<file path="src/rtl/if_pkg.sv">
// if_pkg: shared state, entry type and constants for the instruction fetch unit
package if_pkg;
  typedef enum logic {FETCH, HALT} fetch_state_t;
  typedef struct packed {
    logic [31:0] pc;
    logic [31:0] instr;
    logic        fault;
  } fetch_entry_t;
  localparam logic [31:0] NOP_INSTR = 32'h0000_0013;
endpackage

</file>
<file path="src/rtl/fetch_fifo.sv">
// fetch_fifo: synchronous prefetch FIFO of fetch entries with flush; storage clears on reset
module fetch_fifo
  import if_pkg::*;
#(
  parameter int DEPTH = 2
) (
  input  logic                   clk,
  input  logic                   reset,
  input  logic                   push,
  input  logic                   pop,
  input  logic                   flush,
  input  fetch_entry_t           din,
  output fetch_entry_t           dout,
  output logic                   full,
  output logic                   empty,
  output logic [$clog2(DEPTH):0] count
);
  localparam int AW = $clog2(DEPTH);
  fetch_entry_t mem_q [DEPTH];
  fetch_entry_t mem_d [DEPTH];
  logic [AW-1:0] wr_q, wr_d, rd_q, rd_d;
  logic [AW:0]   cnt_q, cnt_d;
  always_comb begin
    mem_d = mem_q;
    if (push && !flush) mem_d[wr_q] = din;
    wr_d  = flush ? '0 : wr_q + AW'(push);
    rd_d  = flush ? '0 : rd_q + AW'(pop);
    cnt_d = flush ? '0 : cnt_q + (AW+1)'(push) - (AW+1)'(pop);
  end
  always_ff @(posedge clk or posedge reset) begin
    if (reset) begin
      mem_q <= '{default: '0};
      wr_q  <= '0;
      rd_q  <= '0;
      cnt_q <= '0;
    end else begin
      mem_q <= mem_d;
      wr_q  <= wr_d;
      rd_q  <= rd_d;
      cnt_q <= cnt_d;
    end
  end
  assign dout  = mem_q[rd_q];
  assign full  = cnt_q == (AW+1)'(DEPTH);
  assign empty = cnt_q == '0;
  assign count = cnt_q;
endmodule

</file>
<file path="src/rtl/inst_fetch_unit.sv">
// inst_fetch_unit: PC owner and prefetcher feeding decode over valid/ready.
// FETCH_FAULT_EN adds out_fault and pushes a NOP fault entry for misaligned or out-of-range PCs.
module inst_fetch_unit
  import if_pkg::*;
#(
  parameter logic [31:0] RESET_PC   = 32'h0000_0000,
  parameter int          FIFO_DEPTH = 2,
  parameter int          IMEM_BYTES = 88
) (
  input  logic        clk,
  input  logic        reset,
  output logic [31:0] imem_addr,
  input  logic [31:0] imem_rdata,
  input  logic        redirect_valid,
  input  logic [31:0] redirect_pc,
  output logic        out_valid,
  input  logic        out_ready,
  output logic [31:0] out_instr,
  output logic [31:0] out_pc,
`ifdef FETCH_FAULT_EN
  output logic        out_fault,
`endif
  output logic        halted
);
  localparam logic [31:0] LAST_PC = 32'(IMEM_BYTES - 4);
  fetch_state_t state_q, state_d;
  logic [31:0] pc_q, pc_d;
  fetch_entry_t din, head;
  logic push, pop, full, empty, space, in_range;
  logic [$clog2(FIFO_DEPTH):0] unused_count;
  assign pop      = !empty && out_ready;
  assign space    = !full || pop;
  assign in_range = pc_q <= LAST_PC;
  always_comb begin
    state_d = state_q;
    pc_d    = pc_q;
    push    = 1'b0;
    din     = '{pc: pc_q, instr: imem_rdata, fault: 1'b0};
    if (redirect_valid) begin
      state_d = FETCH;
`ifdef FETCH_FAULT_EN
      pc_d    = redirect_pc;
`else
      pc_d    = {redirect_pc[31:2], 2'b00};
`endif
    end else if (state_q == FETCH) begin
`ifdef FETCH_FAULT_EN
      if (!in_range || pc_q[1:0] != 2'b00) begin
        push      = space;
        din.instr = NOP_INSTR;
        din.fault = 1'b1;
        state_d   = space ? HALT : FETCH;
      end else begin
        push = space;
        pc_d = space ? pc_q + 32'd4 : pc_q;
      end
`else
      if (!in_range) state_d = HALT;
      else begin
        push = space;
        pc_d = space ? pc_q + 32'd4 : pc_q;
      end
`endif
    end
  end
  always_ff @(posedge clk or posedge reset) begin
    if (reset) begin
      state_q <= FETCH;
      pc_q    <= RESET_PC;
    end else begin
      state_q <= state_d;
      pc_q    <= pc_d;
    end
  end
  fetch_fifo #(.DEPTH(FIFO_DEPTH)) u_fifo (
    .clk  (clk),
    .reset(reset),
    .push (push),
    .pop  (pop),
    .flush(redirect_valid),
    .din  (din),
    .dout (head),
    .full (full),
    .empty(empty),
    .count(unused_count)
  );
  assign imem_addr = pc_q;
  assign out_valid = !empty;
  assign out_instr = head.instr;
  assign out_pc    = head.pc;
  assign halted    = state_q == HALT;
`ifdef FETCH_FAULT_EN
  assign out_fault = head.fault;
`else
  logic unused_fault;
  assign unused_fault = head.fault;
`endif
endmodule
</file>
<file path="config.mk">
export PLATFORM = sky130hd
export DESIGN_NAME = inst_fetch_unit
export DESIGN_NICKNAME = d
export VERILOG_FILES = /design/src/rtl/if_pkg.sv /design/src/rtl/fetch_fifo.sv /design/src/rtl/inst_fetch_unit.sv
export SDC_FILE = /design/constraint.sdc
export NUM_CORES = 1
export LEC_CHECK = 0
export CORE_MARGIN = 2
export CORE_UTILIZATION = 49
export DETAILED_ROUTE_END_ITERATION = 16
export PLACE_DENSITY = 0.87
export SLEW_MARGIN = 20
export SYNTH_ARGS = -nofsm -noshare
export SYNTH_HDL_FRONTEND = slang
export SYNTH_SLANG_ARGS = --single-unit
</file>
<file path="constraint.sdc">
create_clock -name clk -period 5.9 [get_ports clk]
set_input_delay 1.18 -clock clk [delete_from_list [all_inputs] [get_ports clk]]
set_output_delay 1.18 -clock clk [all_outputs]
set_load 0.03 [all_outputs]
</file>
==> flow_summary_export.csv, run 1 <==
group,metric,value,unit
die,die_h,121,um
sta,slew_violations,0,
cts,ctsHoldBuffers,0,
sta,finalCriticalPeriod,4.00,ns
sta,finalCritPeriodShare,0.678,
cts,clk-insertion-delay-late,0.42,ns
finish,final_cells,809,
die,die_area,0.0147,mm^2
yosys,yosysMostFrequentCell,"dfrtp_1",
yosys,synth_cell_types,33,
sta,max_freq,0.250,GHz
sta,tightest_slew,0.853,ns
detailed_routing,dr_total_vias,4260,
worst_setup_path,crit_type,"reg2out",
finish,syn_to_final_growth,34.0,%
global_routing,grt_max_degree,124,
yosys,synth-main-ff-cell,"dfrtp_1",
detailed_routing,antenna_left,0,
worst_setup_path,cp.required,4.72,ns
finish,nets,694,
detailed_routing,firstDrtPassIters,4,
power_and_ir_drop,power_density,273,mW/mm^2
yosys,yosys.area.top_type,"dfrtp_1",
cts,h-tree-depth,4,
die,rows,42,
detailed_routing,post_drt_wl_per_cell,18.0,um
place,port_buffers,159,
die,io_pins,166,
cts,clk_pin_slew,0.06,ns
cts,cts_root_buffer,"clkbuf_16",
worst_setup_path,start_kind,"flop",
finish,num-fill-cells,957,
detailed_routing,drtIter0Drc,191,
detailed_routing,via_per_inst,5.27,
cts,cts_setup_buffers,0,
yosys,syn_avg_cell_area,14.5,um^2
detailed_routing,routed_wirelength,14600,um
sta,final_hold_viol_count,0,
yosys,yosys_warnings,0,
worst_setup_path,crit_path_end_kind,"primary output",
sta,setup-tns-final,0,ns
power_and_ir_drop,p_leak,0.00434,uW
yosys,synth_cells,465,
cts,cts_sinks,159,
sta,finalHoldWorstSlack,0.475,ns
global_routing,grt_pass1_vias,4723,
yosys,synth_top_area_frac,0.591,
cts,post_cts_resized,0,
yosys,syn_area,0.00673,mm^2
die,coreArea,0.0133,mm^2
die,die_x,121,um
yosys,synthTopCellsByCount,"dfrtp_1 (159), mux2_2 (85), mux2_1 (76)",
sta,rsz0062_at_grt,"no",
sta,clock_skew,0.00848,ns
place,dp_cells,777,
power_and_ir_drop,peakVddDrop,0.000169,V
yosys,yosysSeqAreaShare,0.591,
cts,numCtsBuffers,17,
global_routing,grt_pass1_wl,24000,um
run_status,status,"finished, final reports clean",
yosys,synth_area_leaders,"dfrtp_1 (59%), mux2_2 (14%), mux2_1 (13%)",
place,gp_congestion,0.786,
die,start_util,0.504,
cts,cts_tree,"built",
global_routing,grt_remaining_overflow,0,
worst_setup_path,critPathMaxFanout,34,
finish,drive_gt1_frac,0.196,
worst_hold_path,hp-class,"reg2reg",
detailed_routing,drc,0,
cts,ctsLongestPathBuffers,2,
yosys,synth_edf_count,0,
sta,setup_violations,0,
worst_setup_path,cp_data_arrival_time,2.82,ns
yosys,synth-async-reset-ratio,1.00,
global_routing,grtUsageTotal,0.213,
global_routing,antenna_found_initial,0,
place,hpwl,9560,um
finish,antenna_cells,0,
yosys,ys_ff_latch,159,
flow_run,maxCapViolCount,0,
sta,slew_headroom,0.431,
## per-layer routing
metal  routed length, um  global-route usage  share of wire  vias to the layer above
li1                    -                   -              -                     1936
met1                6300               0.263           0.43                     2153
met2                6930               0.345           0.47                      149
met3                1120              0.0785          0.077                       22
met4                 241              0.0740          0.017                        0
met5                   0                   0              0                        -
## logic make-up (layout without fill, tap and decap cells)
kind of cell / after synthesis / in the layout / share of synthesized area
flip-flops: 159 / 159 / 0.591
AO/OA/AOI/OAI: 14 / 14 / 0.0149
other: 1 / 4 / 0.000557
multiplexers: 161 / 161 / 0.269
XOR/XNOR: 3 / 3 / 0.00391
AND/OR/NAND/NOR: 85 / 85 / 0.0813
buffers and inverters: 37 / 202 / 0.0294
adder cells (fa/ha/maj): 5 / 5 / 0.00930
## placed cells by master, fill, tap and decap left out, types with 6 or more instances in the layout
cell type | Yosys | final
nor2b_1 | 27 | 27
mux2_2 | 85 | 85
clkdlybuf4s50_1 | 0 | 159
dfrtp_1 | 159 | 158
nor4_1 | 7 | 7
and2_1 | 26 | 26
clkbuf_16 | 0 | 17
mux2_1 | 76 | 76
nor2_1 | 7 | 7
clkbuf_8 | 0 | 6
## cell type report
| class | instances | area (um^2) | area share |
|---|---|---|---|
| multi-input cells | 272 | 2560 | 0.284 |
| inverters | 6 | 30.0 | 0.00333 |
| well taps | 176 | 220 | 0.0244 |
| clock inverters | 5 | 52.6 | 0.00583 |
| flip-flops and latches | 159 | 3980 | 0.441 |
| repair buffers | 165 | 1650 | 0.183 |
| clock buffers | 26 | 519 | 0.0576 |
## worst max-delay path: stages (launching register included)
cell,delay [ns]
dfrtp_2,0.82
buf_4,0.55
mux2_2,0.39
clkdlybuf4s50_1,0.62
## path summary, 6_finish.rpt
kind,from,to,slack [ns],cells after the start
max,u_fifo.rd_q$_DFF_PP0_,out_instr[18],1.90,3
min,u_fifo.mem_q[58]$_DFFE_PP0P_,u_fifo.mem_q[58]$_DFFE_PP0P_,0.48,1
max reg2reg,imem_addr[18]$_DFFE_PP0P_,u_fifo.mem_q[69]$_DFFE_PP0P_,2.68,5
min reg2reg,u_fifo.mem_q[58]$_DFFE_PP0P_,u_fifo.mem_q[58]$_DFFE_PP0P_,0.48,1
max in group asynchronous,reset,u_fifo.mem_q[32]$_DFFE_PP0P_,3.60,3
min in group asynchronous,reset,u_fifo.mem_q[30]$_DFFE_PP0P_,1.32,2
## per-stage QoR
step	setup WS, ns	util	power (uW)	instance area, um^2
4_1_cts	1.83	0.674	2500	8990
3_5_place_dp	2.12	0.631	1440	8420
5_1_grt	1.76	0.675	2570	9020
6_report	1.90	0.675	2460	9020
2_1_floorplan	0.428	-	1310	6740
3_3_place_gp	2.15	0.631	1430	8420
## state kept, by name (all words and copies together) (netlist names)
register	cells
imem_addr	30
u_fifo.rd_q	1
halted	1
u_fifo.count	2
u_fifo.wr_q	1
u_fifo.mem_q	124
## power breakdown
part           switching (uW)  total, uW  internal (uW)
Clock                     402       1050            643
Sequential               37.5       1150           1120
Combinational             136        266            130
Power figures use the tool's default switching activity.
==> inputs of run 2 (changes only) <==
- clock period: 5.9 -> 4 ns (I/O delays scaled with it)
==> run 2 against run 1 <==
Compared with the run above:
- global-route usage decreased by 0.25 points
- final area increased by 1.7%
- flip-flop and latch count unchanged
- power increased by 59%
- routed wire length decreased by 0.11%
- cell count increased by 0.49%
- highest routed layer unchanged
==> flow_summary_export.csv, run 2 (synthesis gave the netlist of run 1 again) <==
group,metric,value,unit
run_status,status,"finished, final reports clean",
sta,clock_skew,0.00590,ns
worst_hold_path,hold_depth,1,
sta,final_hold_viol_count,0,
global_routing,grt_pass1_vias,4707,
global_routing,grtUsageTotal,0.210,
sta,finalCritPeriodShare,0.783,
cts,post_cts_resized,0,
worst_setup_path,critPathMaxFanout,21,
finish,largest_reg_flops,124,
sta,setup_ws,0.866,ns
sta,tightest_slew,0.668,ns
power_and_ir_drop,p_leak,0.00440,uW
sta,max_freq,0.319,GHz
power_and_ir_drop,power_density,427,mW/mm^2
die,coreArea,0.0133,mm^2
cts,cts_setup_buffers,0,
global_routing,grt_pass1_wl,23900,um
power_and_ir_drop,power,3920,uW
worst_setup_path,crit_path_end_kind,"primary output",
die,die_x,121,um
worst_setup_path,start_kind,"flop",
sta,slew_headroom,0.553,
finish,drive_gt1_frac,0.204,
sta,setup_violations,0,
cts,cts_root_buffer,"clkbuf_16",
detailed_routing,via_per_inst,5.25,
die,die_area,0.0147,mm^2
power_and_ir_drop,peakVddDrop,0.000265,V
detailed_routing,post_drt_wl_per_cell,17.9,um
cts,clk_pin_slew,0.06,ns
worst_setup_path,rrSetupSlack,0.97,ns
sta,rsz0062_at_grt,"no",
finish,syn_to_final_growth,36.3,%
finish,mostFrequentLayoutCell,"clkdlybuf4s50_1",
die,io_pins,166,
worst_setup_path,r2r-start,"imem_addr[29]$_DFFE_PP0P_",
worst_setup_path,cp_data_arrival_time,2.33,ns
sta,finalCriticalPeriod,3.13,ns
worst_hold_path,min_from,"u_fifo.mem_q[53]$_DFFE_PP0P_",
detailed_routing,drc,0,
finish,antenna_cells,0,
finish,ff_latch_area,0.00398,mm^2
worst_setup_path,cp.required,3.20,ns
place,hpwl,9600,um
place,port_buffers,159,
global_routing,grt_remaining_overflow,0,
cts,ctsHoldBuffers,0,
global_routing,grt_max_degree,70,
finish,regMostFlops,"u_fifo.mem_q",
cts,clk-insertion-delay-late,0.42,ns
die,start_util,0.504,
cts,numCtsBuffers,17,
detailed_routing,antenna_left,0,
finish,final_util,0.687,
sta,setup-tns-final,0,ns
place,gp_congestion,0.830,
cts,ctsLongestPathBuffers,2,
die,die_h,121,um
die,rows,42,
place,dpl_worst_slack,0.727,ns
finish,layout_common_cells,"clkdlybuf4s50_1 (159), dfrtp_1 (158), mux2_2 (85), mux2_1 (76), nor2b_1 (27)",
global_routing,antenna_found_initial,0,
detailed_routing,dr_total_vias,4267,
cts,cts_sinks,159,
worst_setup_path,crit_type,"reg2out",
finish,nets,697,
finish,multi_input_area,0.00256,mm^2
detailed_routing,firstDrtPassIters,4,
sta,slew_violations,0,
detailed_routing,routed_wirelength,14600,um
flow_run,maxCapViolCount,0,
finish,num-fill-cells,916,
detailed_routing,drtIter0Drc,242,
worst_hold_path,hp-class,"reg2reg",
cts,h-tree-depth,4,
worst_setup_path,crit_start,"u_fifo.rd_q$_DFF_PP0_",
worst_setup_path,r2r_cells,5,
cts,cts_tree,"built",
-- run 2: changes by cell type in the layout (fill, tap and decap cells not counted), sizes merged --
cell and change:
clkinvlp +1, bufinv +5, clkinv +2, inv -1, clkbuf -6, buf +3
-- run 2: area by class of cell --
class / instances / share of cell area
clock inverters: 12 / 0.0232
clock buffers: 20 / 0.0498
repair buffers: 168 / 0.186
multi-input cells: 272 / 0.280
well taps: 176 / 0.0240
inverters: 6 / 0.00287
flip-flops and latches: 159 / 0.434
-- run 2: per-stage QoR --
stage,hold slack [ns],cells,cell area (um^2)
after global routing,0.500,813,9170
after detailed placement,0.470,781,8500
after global placement,0.463,781,8500
after floorplan,0.447,468,6740
final,0.481,813,9170
after CTS,0.484,813,9170
-- run 2: power by group --
part / total [uW] / internal, uW / switching (uW) / leakage (uW)
sequential: 1690 / 1650 / 44.0 / 0.00215
clock: 1810 / 1200 / 617 / 0.000330
combinational: 414 / 200 / 213 / 0.00193
total: 3920 / 3040 / 874 / 0.00440
-- run 2: worst paths after layout --
path | end
min | u_fifo.mem_q[53]$_DFFE_PP0P_
max reg2reg | u_fifo.mem_q[71]$_DFFE_PP0P_
min reg2reg | u_fifo.mem_q[53]$_DFFE_PP0P_
min in group asynchronous | imem_addr[31]$_DFFE_PP0P_
max | out_pc[14]
max in group asynchronous | u_fifo.rd_q$_DFF_PP0_
-- run 2: layer usage --
metal | GRT usage | routed length (um) | share of wire | vias to the layer above
li1 | - | - | - | 1937
met3 | 0.0663 | 1020 | 0.070 | 16
met4 | 0.0647 | 184 | 0.013 | 0
met2 | 0.347 | 7080 | 0.49 | 150
met1 | 0.266 | 6280 | 0.43 | 2164
met5 | 0 | 0 | 0 | -
-- run 2: worst max-delay path, stage by stage, from the launching register on --
cell and delay (ns):
dfrtp_2 0.55, buf_4 0.36, mux2_2 0.40, clkdlybuf4s50_1 0.60
==> inputs of run 3 (changes only) <==
- CORE_UTILIZATION: 49 -> 45
- PLACE_DENSITY: 0.87 -> 0.85
- clock period: 4 -> 2.6 ns (I/O delays scaled with it)
==> run 3 against run 2 <==
Compared with the run above:
- routed wire length decreased by 1.0%
- sequential share of layout area decreased by 0.64 points
- largest cell class unchanged
- flip-flop and latch count unchanged
- clock skew increased by 0.0033 ns
- worst setup slack got worse by 0.80 ns
- highest routed layer unchanged
- utilization decreased by 4.9 points
- global-route usage decreased by 2.4 points
- via count increased by 0.66%
- power increased by 46%
==> flow_summary_export.csv, run 3 (synthesis gave the netlist of run 1 again) <==
group,metric,value,unit
run_status,status,"finished, final reports clean",
cts,cts_root_buffer,"clkbuf_16",
detailed_routing,via_per_inst,5.18,
finish,layout_common_cells,"dfrtp_1 (158), clkdlybuf4s50_1 (113), mux2_2 (85), mux2_1 (76), dlymetal6s2s_1 (46)",
detailed_routing,drc,0,
worst_setup_path,cp_slowest_cell,"clkdlybuf4s50_1",
detailed_routing,post_drt_wl_per_cell,17.4,um
global_routing,antenna_found_initial,0,
die,die_x,126,um
detailed_routing,dr_total_vias,4295,
power_and_ir_drop,power_density,616,mW/mm^2
sta,slew_violations,0,
finish,nets,705,
cts,ctsHoldBuffers,0,
worst_setup_path,cp_num_cells,3,
global_routing,grt_remaining_overflow,0,
detailed_routing,routed_wirelength,14400,um
cts,ctsLongestPathBuffers,2,
sta,slew_headroom,0.572,
detailed_routing,antenna_left,0,
worst_setup_path,critPathTopFamily,"buffers and inverters",
finish,regMostFlops,"u_fifo.mem_q",
worst_setup_path,start_kind,"flop",
worst_setup_path,crit_buf_inv,2,
worst_setup_path,cp.required,2.08,ns
worst_setup_path,critPathMaxFanout,30,
finish,antenna_cells,0,
die,coreArea,0.0146,mm^2
sta,clock_skew,0.00917,ns
worst_setup_path,cp_data_arrival_time,2.01,ns
cts,clk-insertion-delay-late,0.42,ns
cts,cts_sinks,159,
sta,setup_violations,0,
place,port_buffers,159,
sta,finalCritPeriodShare,0.974,
worst_setup_path,r2r_cells,5,
detailed_routing,drtIter0Drc,192,
finish,syn_to_final_growth,38.3,%
sta,finalCriticalPeriod,2.53,ns
sta,rsz0062_at_grt,"no",
global_routing,grt_pass1_vias,4710,
global_routing,grt_max_degree,78,
power_and_ir_drop,p_leak,0.00526,uW
worst_hold_path,hp-class,"in2async",
power_and_ir_drop,peakVddDrop,0.000454,V
detailed_routing,firstDrtPassIters,4,
die,rows,44,
sta,final_hold_viol_count,0,
cts,numCtsBuffers,17,
cts,cts_tree,"built",
finish,largest_reg_flops,124,
die,die_h,126,um
global_routing,grtUsageTotal,0.186,
flow_run,maxCapViolCount,0,
die,die_area,0.0159,mm^2
die,start_util,0.461,
finish,drive_gt1_frac,0.216,
cts,post_cts_resized,0,
finish,num-fill-cells,1024,
global_routing,grt_pass1_wl,23600,um
sta,tightest_slew,0.640,ns
worst_setup_path,crit_type,"reg2out",
finish,design_area,0.00931,mm^2
worst_setup_path,r2r-start,"imem_addr[29]$_DFFE_PP0P_",
finish,final_util,0.638,
finish,mostFrequentLayoutCell,"dfrtp_1",
cts,cts_setup_buffers,0,
place,dpl-instance-area,0.00860,mm^2
place,hpwl,9660,um
die,io_pins,166,
worst_setup_path,crit_path_end_kind,"primary output",
sta,setup-tns-final,0,ns
worst_setup_path,cpPeakStageDelay,0.59,ns
place,gp_congestion,0.764,
sta,max_freq,0.395,GHz
worst_setup_path,crit_start,"u_fifo.rd_q$_DFF_PP0_",
worst_setup_path,worstPathCellList,"buf_12 -> mux2_2 -> clkdlybuf4s50_1",
cts,h-tree-depth,4,
cts,clk_pin_slew,0.07,ns
## run 3: changes by cell type in the layout (fill, tap and decap cells not counted)
cell	before	now
clkbuf_8	2	1
bufinv_16	6	2
clkdlybuf4s50_1	159	113
clkbuf_1	1	0
inv_6	0	3
clkinvlp_4	2	6
buf_12	4	6
dlymetal6s2s_1	0	46
buf_4	5	11
inv_8	0	1
clkinv_4	0	2
clkinv_2	5	1
## run 3: final timing paths
check / slack, ns / end
worst min register to register: 0.48 / u_fifo.mem_q[101]$_DFFE_PP0P_
max in group asynchronous: 1.48 / u_fifo.mem_q[75]$_DFFE_PP0P_
worst max-delay path: 0.07 / out_instr[15]
worst min-delay path: 0.43 / imem_addr[31]$_DFFE_PP0P_
min in group clk: 0.48 / u_fifo.mem_q[101]$_DFFE_PP0P_
worst max register to register: 0.25 / u_fifo.mem_q[75]$_DFFE_PP0P_
## run 3: layout make-up
type,instances,area (um^2),area share
clock inverter,14,158,0.0169
tap,184,230,0.0247
inverter,6,26.3,0.00282
clock buffer,18,439,0.0472
sequential,159,3980,0.428
timing repair buffer,176,1910,0.205
multi-input combinational,272,2560,0.276
## run 3: report_power, final
group | internal [uW] | switching (uW) | total (uW)
logic | 319 | 338 | 657
registers | 2530 | 55.4 | 2590
clock network | 1450 | 1030 | 2490
total | 4300 | 1430 | 5730
## run 3: per-stage QoR
step | power, uW | worst slack (ns) | hold WS [ns] | std cells
3_3_place_gp | 3270 | 0.215 | 0.463 | 797
2_1_floorplan | 2980 | 0.0651 | 0.447 | 468
3_5_place_dp | 3290 | 0.173 | 0.465 | 797
6_report | 5730 | 0.0686 | 0.428 | 829
4_1_cts | 5800 | 0.00631 | 0.414 | 829
5_1_grt | 5960 | 0.000371 | 0.436 | 829
## run 3: layer usage
metal | vias to the layer above | track usage | part of all wire
met5 | - | 0 | 0
met4 | 0 | 0.0679 | 0.023
met3 | 28 | 0.0671 | 0.073
met2 | 159 | 0.300 | 0.48
met1 | 2152 | 0.233 | 0.43
li1 | 1956 | - | -
